**src/rtl/wb_arbiter_pkg.sv**
```systemverilog
// Shared GRF write-back types: address/data widths, zero register and the
// queued MDU write entry layout.
package wb_arbiter_pkg;
    localparam int GRF_AW = 5;
    localparam int GRF_DW = 32;
    localparam int PC_W   = 32;
    localparam int NREGS  = 1 << GRF_AW;

    localparam logic [GRF_AW-1:0] ZERO_REG = '0;

    typedef struct packed {
        logic              valid;
        logic [PC_W-1:0]   pc;
        logic [GRF_AW-1:0] a3;
        logic [GRF_DW-1:0] wd;
    } wb_entry_t;
endpackage

```
**src/rtl/wb_arbiter_if.sv**
```systemverilog
// Write-back bus: W-stage request, MDU late-result handshake, GRF write port.
interface wb_arbiter_if;
    import wb_arbiter_pkg::*;

    logic              w_valid;
    logic [PC_W-1:0]   w_pc;
    logic [GRF_AW-1:0] w_a3;
    logic [GRF_DW-1:0] w_wd;

    logic              m_valid;
    logic              m_ready;
    logic [PC_W-1:0]   m_pc;
    logic [GRF_AW-1:0] m_a3;
    logic [GRF_DW-1:0] m_wd;

    logic [PC_W-1:0]   grf_pc;
    logic [GRF_AW-1:0] grf_a3;
    logic [GRF_DW-1:0] grf_wd;
    logic [NREGS-1:0]  pend_mask;

    modport slave (
        input  w_valid, w_pc, w_a3, w_wd,
        input  m_valid, m_pc, m_a3, m_wd,
        output m_ready, grf_pc, grf_a3, grf_wd, pend_mask
    );

    modport master (
        output w_valid, w_pc, w_a3, w_wd,
        output m_valid, m_pc, m_a3, m_wd,
        input  m_ready, grf_pc, grf_a3, grf_wd, pend_mask
    );
endinterface

```
**src/rtl/wb_fifo.sv**
```systemverilog
// MDU write queue: in-order FIFO whose entries can be invalidated by
// destination register; exports the mask of registers with pending writes.
module wb_fifo
    import wb_arbiter_pkg::*;
#(
    parameter int DEPTH = 2
) (
    input  logic                     clk,
    input  logic                     reset,
    input  logic                     i_push,
    input  wb_entry_t                i_push_ent,
    input  logic                     i_pop,
    input  logic                     i_inv_en,
    input  logic [GRF_AW-1:0]        i_inv_a3,
    output wb_entry_t                o_head,
    output logic [$clog2(DEPTH):0]   o_count,
    output logic [NREGS-1:0]         o_pend_mask
);
    localparam int PW = $clog2(DEPTH);

    wb_entry_t      r_ent [DEPTH];
    logic [PW-1:0]  r_wr_ptr;
    logic [PW-1:0]  r_rd_ptr;
    logic [PW:0]    r_count;
    logic [NREGS-1:0] w_pend;

    always_ff @(posedge clk) begin
        if (reset) begin
            r_wr_ptr <= '0;
            r_rd_ptr <= '0;
            r_count  <= '0;
            for (int i = 0; i < DEPTH; i++) r_ent[i] <= '0;
        end else begin
            for (int i = 0; i < DEPTH; i++)
                if (i_inv_en && r_ent[i].a3 == i_inv_a3) r_ent[i].valid <= 1'b0;
            // Popped slots are cleared so pend_mask only ever sees live entries
            if (i_pop) begin
                r_ent[r_rd_ptr].valid <= 1'b0;
                r_rd_ptr <= r_rd_ptr + 1'b1;
            end
            if (i_push) begin
                r_ent[r_wr_ptr] <= i_push_ent;
                r_wr_ptr <= r_wr_ptr + 1'b1;
            end
            r_count <= r_count + {{PW{1'b0}}, i_push} - {{PW{1'b0}}, i_pop};
        end
    end

    always_comb begin
        w_pend = '0;
        for (int i = 0; i < DEPTH; i++)
            if (r_ent[i].valid) w_pend[r_ent[i].a3] = 1'b1;
        w_pend[ZERO_REG] = 1'b0;
    end

    assign o_head      = r_ent[r_rd_ptr];
    assign o_count     = r_count;
    assign o_pend_mask = w_pend;
endmodule

```
**src/rtl/wb_arbiter.sv**
```systemverilog
// GRF write-port arbiter: W-stage writes win, queued MDU results fill idle
// slots. Define WB_ARBITER_BYPASS_EN to let an MDU result skip an empty queue.
module wb_arbiter
    import wb_arbiter_pkg::*;
#(
    parameter int DEPTH = 2
) (
    input  logic          clk,
    input  logic          reset,
    wb_arbiter_if.slave   bus
);
    localparam int PW = $clog2(DEPTH);
    localparam logic [PW:0] FULL_CNT = DEPTH[PW:0];

    logic        w_wreq;
    logic        w_mxfer;
    logic        w_mkeep;
    logic        w_byp;
    logic        w_push;
    logic        w_pop;
    wb_entry_t   w_head;
    wb_entry_t   w_push_ent;
    logic [PW:0] w_count;

    logic [PC_W-1:0]   r_pc;
    logic [GRF_AW-1:0] r_a3;
    logic [GRF_DW-1:0] r_wd;

    assign w_wreq  = bus.w_valid && (bus.w_a3 != ZERO_REG);
    assign w_mxfer = bus.m_valid && bus.m_ready;
    assign w_mkeep = w_mxfer && (bus.m_a3 != ZERO_REG);

`ifdef WB_ARBITER_BYPASS_EN
    assign w_byp = w_mkeep && !w_wreq && (w_count == '0);
`else
    assign w_byp = 1'b0;
`endif

    assign w_push = w_mkeep && !w_byp;
    assign w_pop  = !w_wreq && (w_count != '0);

    // An MDU result arriving alongside a W write to the same register is
    // already stale: the pipeline write is the younger one.
    always_comb begin
        w_push_ent       = '0;
        w_push_ent.valid = !(w_wreq && bus.m_a3 == bus.w_a3);
        w_push_ent.pc    = bus.m_pc;
        w_push_ent.a3    = bus.m_a3;
        w_push_ent.wd    = bus.m_wd;
    end

    wb_fifo #(.DEPTH(DEPTH)) u_fifo (
        .clk         (clk),
        .reset       (reset),
        .i_push      (w_push),
        .i_push_ent  (w_push_ent),
        .i_pop       (w_pop),
        .i_inv_en    (w_wreq),
        .i_inv_a3    (bus.w_a3),
        .o_head      (w_head),
        .o_count     (w_count),
        .o_pend_mask (bus.pend_mask)
    );

    always_ff @(posedge clk) begin
        if (reset) begin
            r_pc <= '0;
            r_a3 <= '0;
            r_wd <= '0;
        end else if (w_wreq) begin
            r_pc <= bus.w_pc;
            r_a3 <= bus.w_a3;
            r_wd <= bus.w_wd;
        end else if (w_pop && w_head.valid) begin
            r_pc <= w_head.pc;
            r_a3 <= w_head.a3;
            r_wd <= w_head.wd;
        end else if (w_byp) begin
            r_pc <= bus.m_pc;
            r_a3 <= bus.m_a3;
            r_wd <= bus.m_wd;
        end else begin
            r_pc <= '0;
            r_a3 <= '0;
            r_wd <= '0;
        end
    end

    assign bus.m_ready = (w_count < FULL_CNT);
    assign bus.grf_pc  = r_pc;
    assign bus.grf_a3  = r_a3;
    assign bus.grf_wd  = r_wd;
endmodule
```
**src/flat_wrapper.sv**
```systemverilog
// flat-port wrapper written by rule: the top's interface ports become plain ports
module wb_arbiter_flat import wb_arbiter_pkg::*;
#(
    parameter int DEPTH = 2
)
  (clk, reset, bus_w_valid, bus_w_pc, bus_w_a3, bus_w_wd, bus_m_valid, bus_m_pc, bus_m_a3, bus_m_wd, bus_m_ready, bus_grf_pc, bus_grf_a3, bus_grf_wd, bus_pend_mask);
  wb_arbiter_if bus_i ();
  input  logic clk;
  input  logic reset;
  input wire logic [$bits(bus_i.w_valid)-1:0] bus_w_valid;
  input wire logic [$bits(bus_i.w_pc)-1:0] bus_w_pc;
  input wire logic [$bits(bus_i.w_a3)-1:0] bus_w_a3;
  input wire logic [$bits(bus_i.w_wd)-1:0] bus_w_wd;
  input wire logic [$bits(bus_i.m_valid)-1:0] bus_m_valid;
  input wire logic [$bits(bus_i.m_pc)-1:0] bus_m_pc;
  input wire logic [$bits(bus_i.m_a3)-1:0] bus_m_a3;
  input wire logic [$bits(bus_i.m_wd)-1:0] bus_m_wd;
  output wire logic [$bits(bus_i.m_ready)-1:0] bus_m_ready;
  output wire logic [$bits(bus_i.grf_pc)-1:0] bus_grf_pc;
  output wire logic [$bits(bus_i.grf_a3)-1:0] bus_grf_a3;
  output wire logic [$bits(bus_i.grf_wd)-1:0] bus_grf_wd;
  output wire logic [$bits(bus_i.pend_mask)-1:0] bus_pend_mask;
  assign bus_i.w_valid = bus_w_valid;
  assign bus_i.w_pc = bus_w_pc;
  assign bus_i.w_a3 = bus_w_a3;
  assign bus_i.w_wd = bus_w_wd;
  assign bus_i.m_valid = bus_m_valid;
  assign bus_i.m_pc = bus_m_pc;
  assign bus_i.m_a3 = bus_m_a3;
  assign bus_i.m_wd = bus_m_wd;
  assign bus_m_ready = bus_i.m_ready;
  assign bus_grf_pc = bus_i.grf_pc;
  assign bus_grf_a3 = bus_i.grf_a3;
  assign bus_grf_wd = bus_i.grf_wd;
  assign bus_pend_mask = bus_i.pend_mask;
  wb_arbiter #(.DEPTH(DEPTH)) u_core (.clk(clk), .reset(reset), .bus(bus_i));
endmodule
```
**config.mk**
```make
export PLATFORM = sky130hd
export DESIGN_NAME = wb_arbiter_flat
export DESIGN_NICKNAME = d
export VERILOG_FILES = /design/src/rtl/wb_arbiter_pkg.sv /design/src/rtl/wb_arbiter_if.sv /design/src/rtl/wb_fifo.sv /design/src/rtl/wb_arbiter.sv /design/src/flat_wrapper.sv
export SDC_FILE = /design/constraint.sdc
export NUM_CORES = 1
export LEC_CHECK = 0
export ABC_AREA = 1
export ABC_CLOCK_PERIOD_IN_PS = 4100
export BUFFER_PORTS_ARGS = -buffer_cell sky130_fd_sc_hd__buf_2
export CAP_MARGIN = 20
export CORE_MARGIN = 2
export CORE_UTILIZATION = 53
export DETAILED_ROUTE_END_ITERATION = 6
export PLACE_DENSITY = 0.79
export SKIP_LAST_GASP = 1
export SYNTH_ARGS = -nofsm -noshare
export SYNTH_HDL_FRONTEND = slang
export SYNTH_HIERARCHICAL = 1
export SYNTH_SLANG_ARGS = --single-unit
```
**constraint.sdc**
```tcl
create_clock -name clk -period 4.1 [get_ports clk]
set_input_delay 0.615 -clock clk [delete_from_list [all_inputs] [get_ports clk]]
set_output_delay 0.615 -clock clk [all_outputs]
set_load 0.01 [all_outputs]
```
# --- After elaboration in Yosys (flattened, before gate mapping) ---
# Memories as Yosys holds them, arrays and structs flattened. A register that Yosys moved wholly into a read port is not among the register bits.
# Index checks and enable logic that the tools add are counted.
word_totals:
  n_memories: 1
  out_inout_bits: 102
  ram_bits: 140
  elab_cells: 71
  reg_bits: 73
  inputBits: 142
memory_table:
  columns: ["name", "depth", "width", "rd", "rd_clocked_by_memory_dff", "wr", "line_no", "source"]
  rows:
  - ["u_core.u_fifo.r_ent", 2, 70, 3, 1, 3, "wb_fifo.sv:21", "wb_entry_t r_ent [DEPTH];"]
classes:
  reduce_logical: 16
  mux: 33
  n_eq_ne: 3
  order_cmp: 5
  n_bitwise: 3
  n_addsub: 4
op_table:
  columns: ["operator", "count"]
  rows:
  - ["$mux W32", 6]
  - ["$mux W70", 1]
  - ["$reduce_or A70 Y1", 1]
  - ["$or A32 B32 Y32", 1]
  - ["$mux W1", 21]
  - ["$eq A5 B5 Y1", 3]
  - ["$lt A5 B6 Y1 const B", 2]
  - ["$demux W1 S5", 2]
  - ["$ge A5 B1 Y1 const B", 2]
  - ["$logic_and A1 B1 Y1", 10]
  - ["$mux W5", 2]
  - ["$reduce_bool A5 Y1", 2]
  - ["$add A1 B1 Y1 const B", 2]
  - ["$add A2 B1 Y2", 1]
  - ["$logic_not A1 Y1", 2]
  - ["$lt A2 B2 Y1 const B", 1]
  - ["$mux W2", 1]
  - ["$or A1 B1 Y1", 2]
  - ["$reduce_bool A2 Y1", 1]
  - ["$sub A2 B1 Y2", 1]

# --- Logic depth before layout (Yosys ltp) ---
# Gate-level depths: netlist (run 1).
logic_depth:
  ltp_word: 9
  depth_mapped: 13
  mapped_depth_nobuf: 12

# --- Hierarchy ---
# The synthesis (run 1) kept the hierarchy.
modules_own_cells:
  columns: ["mod", "cells_each", "seq_area_each_um2", "n_inst", "area_per_inst_um2"]
  rows:
  - ["wb_fifo", 625, 4304.1, 1, 6760.2]
  - ["wb_arbiter", 335, 1381.3, 1, 2732.6]

# --- Worst setup path before layout (run 1) ---
# OpenSTA, ideal clock, no wires.
synth_path:
  path_type: "input -> register"
  from: "in bus_m_a3[2]"
  to: "mem u_core/u_fifo/r_ent[1][0] (netlist name) (enable)"
  cell_stages: 7
  arrival_ps: 2503
  slack_ps: 873
  required_time_ps: 3376
  path_buffers: 1
  setup_ps: 724
  path_cell_list: "nor3_1 > nand2_1 > nand3_1 > inv_1 > nand3_1 > buf_2 > nand2_1"
synth_rtl:
  columns: ["element", "line_no", "source"]
  rows:
  - ["start: declaration", "flat_wrapper.sv:16", "input wire logic [$bits(bus_i.m_a3)-1:0] bus_m_a3;"]
  - ["end: declaration", "wb_fifo.sv:21", null]

==> results.md, run 1 <==
* Fin Clk Skew at 0.00865 ns
* Setup violations, final at 0
* Reg2reg setup slack at 1.71 ns
* Slowest cell on the critical path: nor3_1
* Leakage at 5.27 nW
* Antenna violations before repair at 1
* Slowest stage delay, CP at 0.69 ns
* Reg clk slew, reported paths at 0.06 ns
* H-tree depth at 1
* DR DRC count at 0
* Initial core utilization at 54.5%
* DR WL/cell at 16.6 um
* Row Count at 48
* Net Count, Synth at 1104
* Die Ht at 138 um
* Highest Clock Rate at 379 MHz
* WP buf/inv at 1
* Synth top area cells: edfxtp_1 (44%), dfxtp_1 (16%), mux2_2 (7.6%), nor2_1 (6.2%), nand2_1 (5.7%)
* Share of the synthesized area in the top cell type at 44.3%
* Finished Core Util at 66.7%
* Core Area at 0.0174 sq mm
* Gr ovfl total at 0
* Ys Warns at 6
* # resized after CTS at 0
* Nets at 1321
* PortBufs at 242
* Full die area at 0.0190 sq mm
* I/O Pins at 244
* Syn Area/Cell at 9.89 sq um
* Highest net fanout along the worst path at 7
* DR iter-0 viols at 615
* Primary FF master, synth: edfxtp_1
* Relative slew slack at 31.6%
* CTS Buf Count at 23
* Setup TNS at 0 ns
* Post-synth EDFFs at 140
* Crit path launch type: register
* Post-synthesis cell area at 0.00949 sq mm
* Area growth from synthesis to layout at 22.4%
* # diodes at 0
* Post-Synthesis Cells at 960
* Chip Width at 138 um
* Critical path, cell by cell: nor3_1 -> nand2_1 -> o21ai_0 -> buf_2
* Critical setup path kind: reg -> out
* Endpoints failing hold at 0
* Cts-stage hold buffer count at 0
* Result of the run: complete, no violations
* TritonCTS clock tree: yes
* First-pass GRT wire length at 35600 um
* Crit Reg-Reg Startpoint: u_core/u_fifo/o_count[1]
* Via count at 7702
* Vias per cell at 5.43
* Count leader, synth: nor2_1
* Vias in the first global route at 7377
* Largest net degree at the start of global routing at 77
* Worst Setup End Kind: output port
* CP top delay family: simple AND/OR/NAND/NOR gates
* Worst min-delay path category: in -> reg
* Leading area contributor after synthesis: edfxtp_1
* Root buffer cell: clkbuf_16
* Sequential share of the synthesized area at 59.9%
* Pwr/cell area at 514 mW/mm^2
* Synth Register Bits at 214
* ANT nets after route at 0
* Minimum clock period at 2.64 ns
* Post-synth top cells: nor2_1 (157), nand2_1 (144), edfxtp_1 (140)
* Clk Latency, worst-skew pair at 0.49 ns
* Worst Tran Pin Value at 1.03 ns
* FF-to-FF End: u_core/u_fifo/r_ent[1][59]
* RSZ-0062 raised after global routing: false
* Worst R2R Path Depth at 6
* Final Power at 5.97 mW
* Total track usage at 24.0%
* WP data required at 3.48 ns
* Max IR drop VDD at 0.332 mV
* Setup bufs post-CTS at 0
* Fraction of final layout cells with drive strength greater than 1 at 31.2%
* Hold_sp: bus_w_wd[2]
* Clock sinks at 214
* TritonRoute pass-1 iters at 5
* Max_cap viols at 0
* Hpwl dp at 14600 um
* Pins Over Slew Limit at 0
* DRT Wirelength at 23500 um
* Worst EP arrival at 2.03 ns
* Hold Path Depth at 3
* Synth unique cells at 26
* Routability congestion estimate at 0.891
* Min-Delay Endpoint: u_core/bus.grf_wd[2]
* Period Utilization, post-route at 64.4%
* Clock tree buffer depth at 3
* Async SR Flop Fraction at 0%
worst max-delay path by stage:
stage | slack [ns] | cells past startpoint | end | startpoint
after floorplan | 0.87 | 7 | u_core/u_fifo/r_ent[1][0] | bus_m_a3[2]
after global placement | 1.39 | 8 | u_core/u_fifo/r_ent[1][25] | bus_m_a3[3]
after detailed placement | 1.35 | 8 | u_core/u_fifo/r_ent[1][4] | bus_m_a3[3]
after CTS | 1.48 | 4 | bus_pend_mask[28] | u_core/u_fifo/r_ent[0][32]
after global routing | 1.31 | 4 | bus_pend_mask[4] | u_core/u_fifo/r_ent[0][33]
final | 1.46 | 4 | bus_pend_mask[28] | u_core/u_fifo/r_ent[0][32]
through the flow:
step	setup WS [ns]	instance area [sq um]	hold slack (ns)	cells
after global routing	1.31	11600	0.354	1418
final	1.46	11600	0.368	1418
after floorplan	0.873	9490	0.452	960
after detailed placement	1.35	10800	0.516	1377
after CTS	1.48	11600	0.351	1418
after global placement	1.39	10800	0.502	1376
sequential cells by signal (all words and copies together) (netlist names), named ones only:
signal,cells
u_core/bus.grf_a3,5
u_core/bus.grf_pc,32
u_core/bus.grf_wd,32
u_core/u_fifo/o_count,2
u_core/u_fifo/r_ent,140
u_core/u_fifo/r_rd_ptr,1
u_core/u_fifo/r_wr_ptr,1
cells by family after synthesis:
kind of cell	Yosys count	synth area share [%]
muxes	64	7.59
and+or+nand+nor	406	18.7
DFF	214	59.9
other	1	0.0395
buffers and inverters	158	7.22
adders and majority gates	2	0.264
AOI/OAI and AO/OA	109	5.75
xor gates and xnor gates	6	0.554
worst min-delay path: stages:
cell	delay, ns
buf_2	0.09
nand2_1	0.05
a21oi_1	0.05
layer usage:
layer / GRT usage, % / part of all wire [%] / vias up / wire, um
met1: 29.4 / 40 / 3624 / 9340
met3: 4.56 / 8.6 / 45 / 2020
met4: 7.37 / 1.9 / 2 / 453
met2: 43.1 / 50 / 358 / 11700
li1: - / - / 3673 / -
met5: 0 / 0.055 / - / 13
power breakdown:
| group | switching, mW | total, mW | leakage, nW | internal (mW) |
|---|---|---|---|---|
| registers | 0.154 | 2.70 | 2.07 | 2.55 |
| logic | 0.698 | 1.11 | 2.80 | 0.416 |
| clock network | 0.808 | 2.15 | 0.395 | 1.34 |
| total | 1.66 | 5.97 | 5.27 | 4.31 |
final cells by class:
type,count,area (sq um)
tap,225,282
inverter,97,364
timing repair buffer,253,1320
sequential,214,5690
clock buffer,32,681
fill,1398,5800
clock inverter,9,121
multi-input combinational,588,3160
cells in the final DEF, fill, tap and decap left out, drive strengths merged:
cell type	count
xor2	4
a21oi	71
dfxtp	74
nand4	70
xnor2	2
clkinv	5
ha	2
nand3	18
clkinvlp	1
inv	97
mux2	64
conb	1
bufinv	3
edfxtp	140
nand3b	1
buf	253
nor3	14
clkbuf	32
nor2	157
o21ai	38
nand2	146
Power figures use the tool's default switching activity.
==> inputs of run 2 (changes only) <==
--- a/config.mk
+++ b/config.mk
@@ -6,13 +6,13 @@
 export NUM_CORES = 1
 export LEC_CHECK = 0
 export ABC_AREA = 1
-export ABC_CLOCK_PERIOD_IN_PS = 4100
+export ABC_CLOCK_PERIOD_IN_PS = 2200
 export BUFFER_PORTS_ARGS = -buffer_cell sky130_fd_sc_hd__buf_2
 export CAP_MARGIN = 20
 export CORE_MARGIN = 2
-export CORE_UTILIZATION = 53
+export CORE_UTILIZATION = 48
 export DETAILED_ROUTE_END_ITERATION = 6
-export PLACE_DENSITY = 0.79
+export PLACE_DENSITY = 0.75
 export SKIP_LAST_GASP = 1
 export SYNTH_ARGS = -nofsm -noshare
 export SYNTH_HDL_FRONTEND = slang
==> constraint.sdc (replaced) <==
create_clock -name clk -period 2.2 [get_ports clk]
set_input_delay 0.33 -clock clk [delete_from_list [all_inputs] [get_ports clk]]
set_output_delay 0.33 -clock clk [all_outputs]
set_load 0.01 [all_outputs]
==> results.md, run 2 (synthesis gave the netlist of run 1 again) <==
* Vias per cell at 5.18 (was 5.43)
* Highest Clock Rate at 470 MHz
* Placed Instance Area at 0.0111 sq mm (was 0.0108 sq mm)
* Max IR drop VDD at 0.582 mV (was 0.332 mV)
* ANT nets after route at 0 (unchanged)
* Root buffer cell: clkbuf_16 (unchanged)
* Logic pwr share at 21.9% (was 18.7%)
* Seq pwr share at 45.1% (was 45.3%)
* First-pass GRT wire length at 36400 um (was 35600 um)
* Pwr/cell area at 913 mW/mm^2 (was 514 mW/mm^2)
* Slowest stage delay, CP at 0.48 ns (was 0.69 ns)
* Reg2reg setup slack at 0.39 ns (was 1.71 ns)
* Clock tree buffer depth at 3 (unchanged)
* Row Count at 51 (was 48)
* Switching share of power at 28.4% (was 27.8%)
* Clock sinks at 214 (unchanged)
* Vias in the first global route at 7489 (was 7377)
* FF-to-FF End: u_core/bus.grf_wd[7] (was u_core/u_fifo/r_ent[1][59])
* Most frequent cells in the layout: buf_2 (242), nor2_1 (157), nand2_1 (142) (unchanged)
* Worst Tran Pin Value at 0.796 ns (was 1.03 ns)
* Leakage at 5.36 nW (was 5.27 nW)
* DRT Wirelength at 23900 um (was 23500 um)
* Setup TNS at 0 ns (unchanged)
* Full die area at 0.0209 sq mm (was 0.0190 sq mm)
* Core Area at 0.0195 sq mm (was 0.0174 sq mm)
* H-tree depth at 1 (unchanged)
* Critical setup path kind: reg -> out (unchanged)
* Worst Setup End Kind: output port (unchanged)
* Fin Clk Skew at 0.0192 ns (was 0.00865 ns)
* Psw at 3.08 mW (was 1.66 mW)
* Fraction of final layout cells with drive strength greater than 1 at 32.4% (was 31.2%)
* Chip Width at 145 um (was 138 um)
* DR DRC count at 0 (unchanged)
* Crit path launch type: register (unchanged)
* Hold_sp: bus_w_wd[13] (was bus_w_wd[2])
* Nets at 1337 (was 1321)
* Total track usage at 22.1% (was 24.0%)
* Gr ovfl total at 0 (unchanged)
* Worst min-delay path category: in -> reg (unchanged)
* Hold Path Depth at 3 (unchanged)
* Relative slew slack at 46.9% (was 31.6%)
* CP top delay family: flip-flops (was simple AND/OR/NAND/NOR gates)
* Die Ht at 145 um (was 138 um)
* DR WL/cell at 16.2 um (was 16.6 um)
* Largest net degree at the start of global routing at 71 (was 77)
* Reg clk slew, reported paths at 0.06 ns (about the same)
* I/O Pins at 244 (unchanged)
* Max_cap viols at 0 (unchanged)
* Worst EP arrival at 1.80 ns (was 2.03 ns)
* PortBufs at 242 (unchanged)
* TritonCTS clock tree: yes (unchanged)
* Slowest cell on the critical path: edfxtp_1 (was nor3_1)
* Worst R2R Path Depth at 5 (was 6)
* RSZ-0062 raised after global routing: true (was false)
* Final Power at 10.8 mW (was 5.97 mW)
* Initial core utilization at 48.8% (was 54.5%)
* Routability congestion estimate at 0.900 (was 0.891)
* Hpwl dp at 15100 um (was 14600 um)
* TritonRoute pass-1 iters at 5 (unchanged)
* CTS Buf Count at 22 (was 23)
* Commonest non-fill, non-tap cell in the layout: buf_2 (unchanged)
* Endpoints failing hold at 0 (unchanged)
* Clk pwr share at 33.0% (was 36.0%)
* Highest net fanout along the worst path at 5 (was 7)
* Area growth from synthesis to layout at 25.1% (was 22.4%)
* Crit Reg-Reg Startpoint: u_core/u_fifo/r_ent[0][69] (was u_core/u_fifo/o_count[1])
* Clk Latency, worst-skew pair at 0.50 ns (was 0.49 ns)
* Antenna violations before repair at 2 (was 1)
* Setup violations, final at 0 (unchanged)
* Internal power at 7.76 mW (was 4.31 mW)
* Period Utilization, post-route at 96.8%
* Via count at 7642 (was 7702)
* Pins Over Slew Limit at 0 (unchanged)
* Largest register FFs at 140 (unchanged)
* Minimum clock period at 2.13 ns
* WP buf/inv at 2 (was 1)
* Min-Delay Endpoint: u_core/bus.grf_wd[13] (was u_core/bus.grf_wd[2])
* DR iter-0 viols at 427 (was 615)
* Most flops, register: u_core/u_fifo/r_ent (unchanged)
* Result of the run: complete, no violations (unchanged)
* WP data required at 1.87 ns (was 3.48 ns)
* Post-route cell area at 0.0119 sq mm (was 0.0116 sq mm)
* Critical path, cell by cell: buf_4 -> nor3_2 -> nand2_1 -> o21ai_0 -> buf_2 (was nor3_1 -> nand2_1 -> o21ai_0 -> buf_2)
-- run 2: power by group through the flow --
stage	clock network, mW	logic, mW	registers [mW]
2_1_floorplan	0	1.50	4.97
3_3_place_gp	0	2.29	4.95
3_5_place_dp	0	2.33	4.97
4_1_cts	3.65	2.33	4.89
5_1_grt	3.80	2.59	4.92
6_report	3.58	2.38	4.89
-- run 2: cell type report --
class,count,area [sq um]
Timing Repair Buffer,270,1560
Tap cell,265,332
Fill cell,1635,7590
Inverter,97,364
Sequential cell,214,5690
Clock inverter,3,13.8
Antenna cell,2,5.00
Multi-Input combinational cell,588,3220
Clock buffer,37,689
-- run 2: worst max path at each step --
stage	from	endpoint	slack, ns	cells past startpoint
6_report	u_core/u_fifo/r_ent[0][36]	bus_pend_mask[15]	0.07	5
5_1_grt	u_core/u_fifo/r_ent[0][34]	bus_pend_mask[20]	-0.05	5
4_1_cts	u_core/u_fifo/r_ent[0][33]	bus_pend_mask[2]	-0.05	5
3_5_place_dp	bus_w_a3[2]	u_core/u_fifo/o_count[1]	0.21	13
3_3_place_gp	bus_m_a3[2]	u_core/u_fifo/r_ent[0][38]	0.28	8
2_1_floorplan	bus_w_a3[4]	u_core/u_fifo/o_count[1]	0.23	13
-- run 2: through the flow --
step / utilization [%] / instances / worst slack (ns) / hold WS [ns]
5_1_grt: 61.0 / 1475 / -0.0457 / 0.0701
2_1_floorplan: - / 960 / 0.231 / 0.401
4_1_cts: 60.4 / 1468 / -0.0518 / 0.0669
6_report: 61.0 / 1476 / 0.0703 / 0.0803
3_5_place_dp: 56.8 / 1428 / 0.212 / 0.517
3_3_place_gp: 56.8 / 1428 / 0.275 / 0.513
-- run 2: per-layer routing --
layer,share of wire [%],global-route usage [%]
met1,42,27.5
met2,50,39.3
met3,6.6,3.68
met4,2.1,6.85
met5,0,0
-- run 2: worst min-delay path, delay by kind of cell --
kind	cells	cell delay [ns]
buf+inv	1	0.09
simple gates	1	0.05
compound gates	1	0.05
-- run 2: repair_timing --
action / CTS / global route
pin swaps: 0 / 3
resized for setup: 0 / 12
buffers inserted: 0 / 6
hold buffers: 0 / 0
endpoints found under the setup margin: 8 / 29
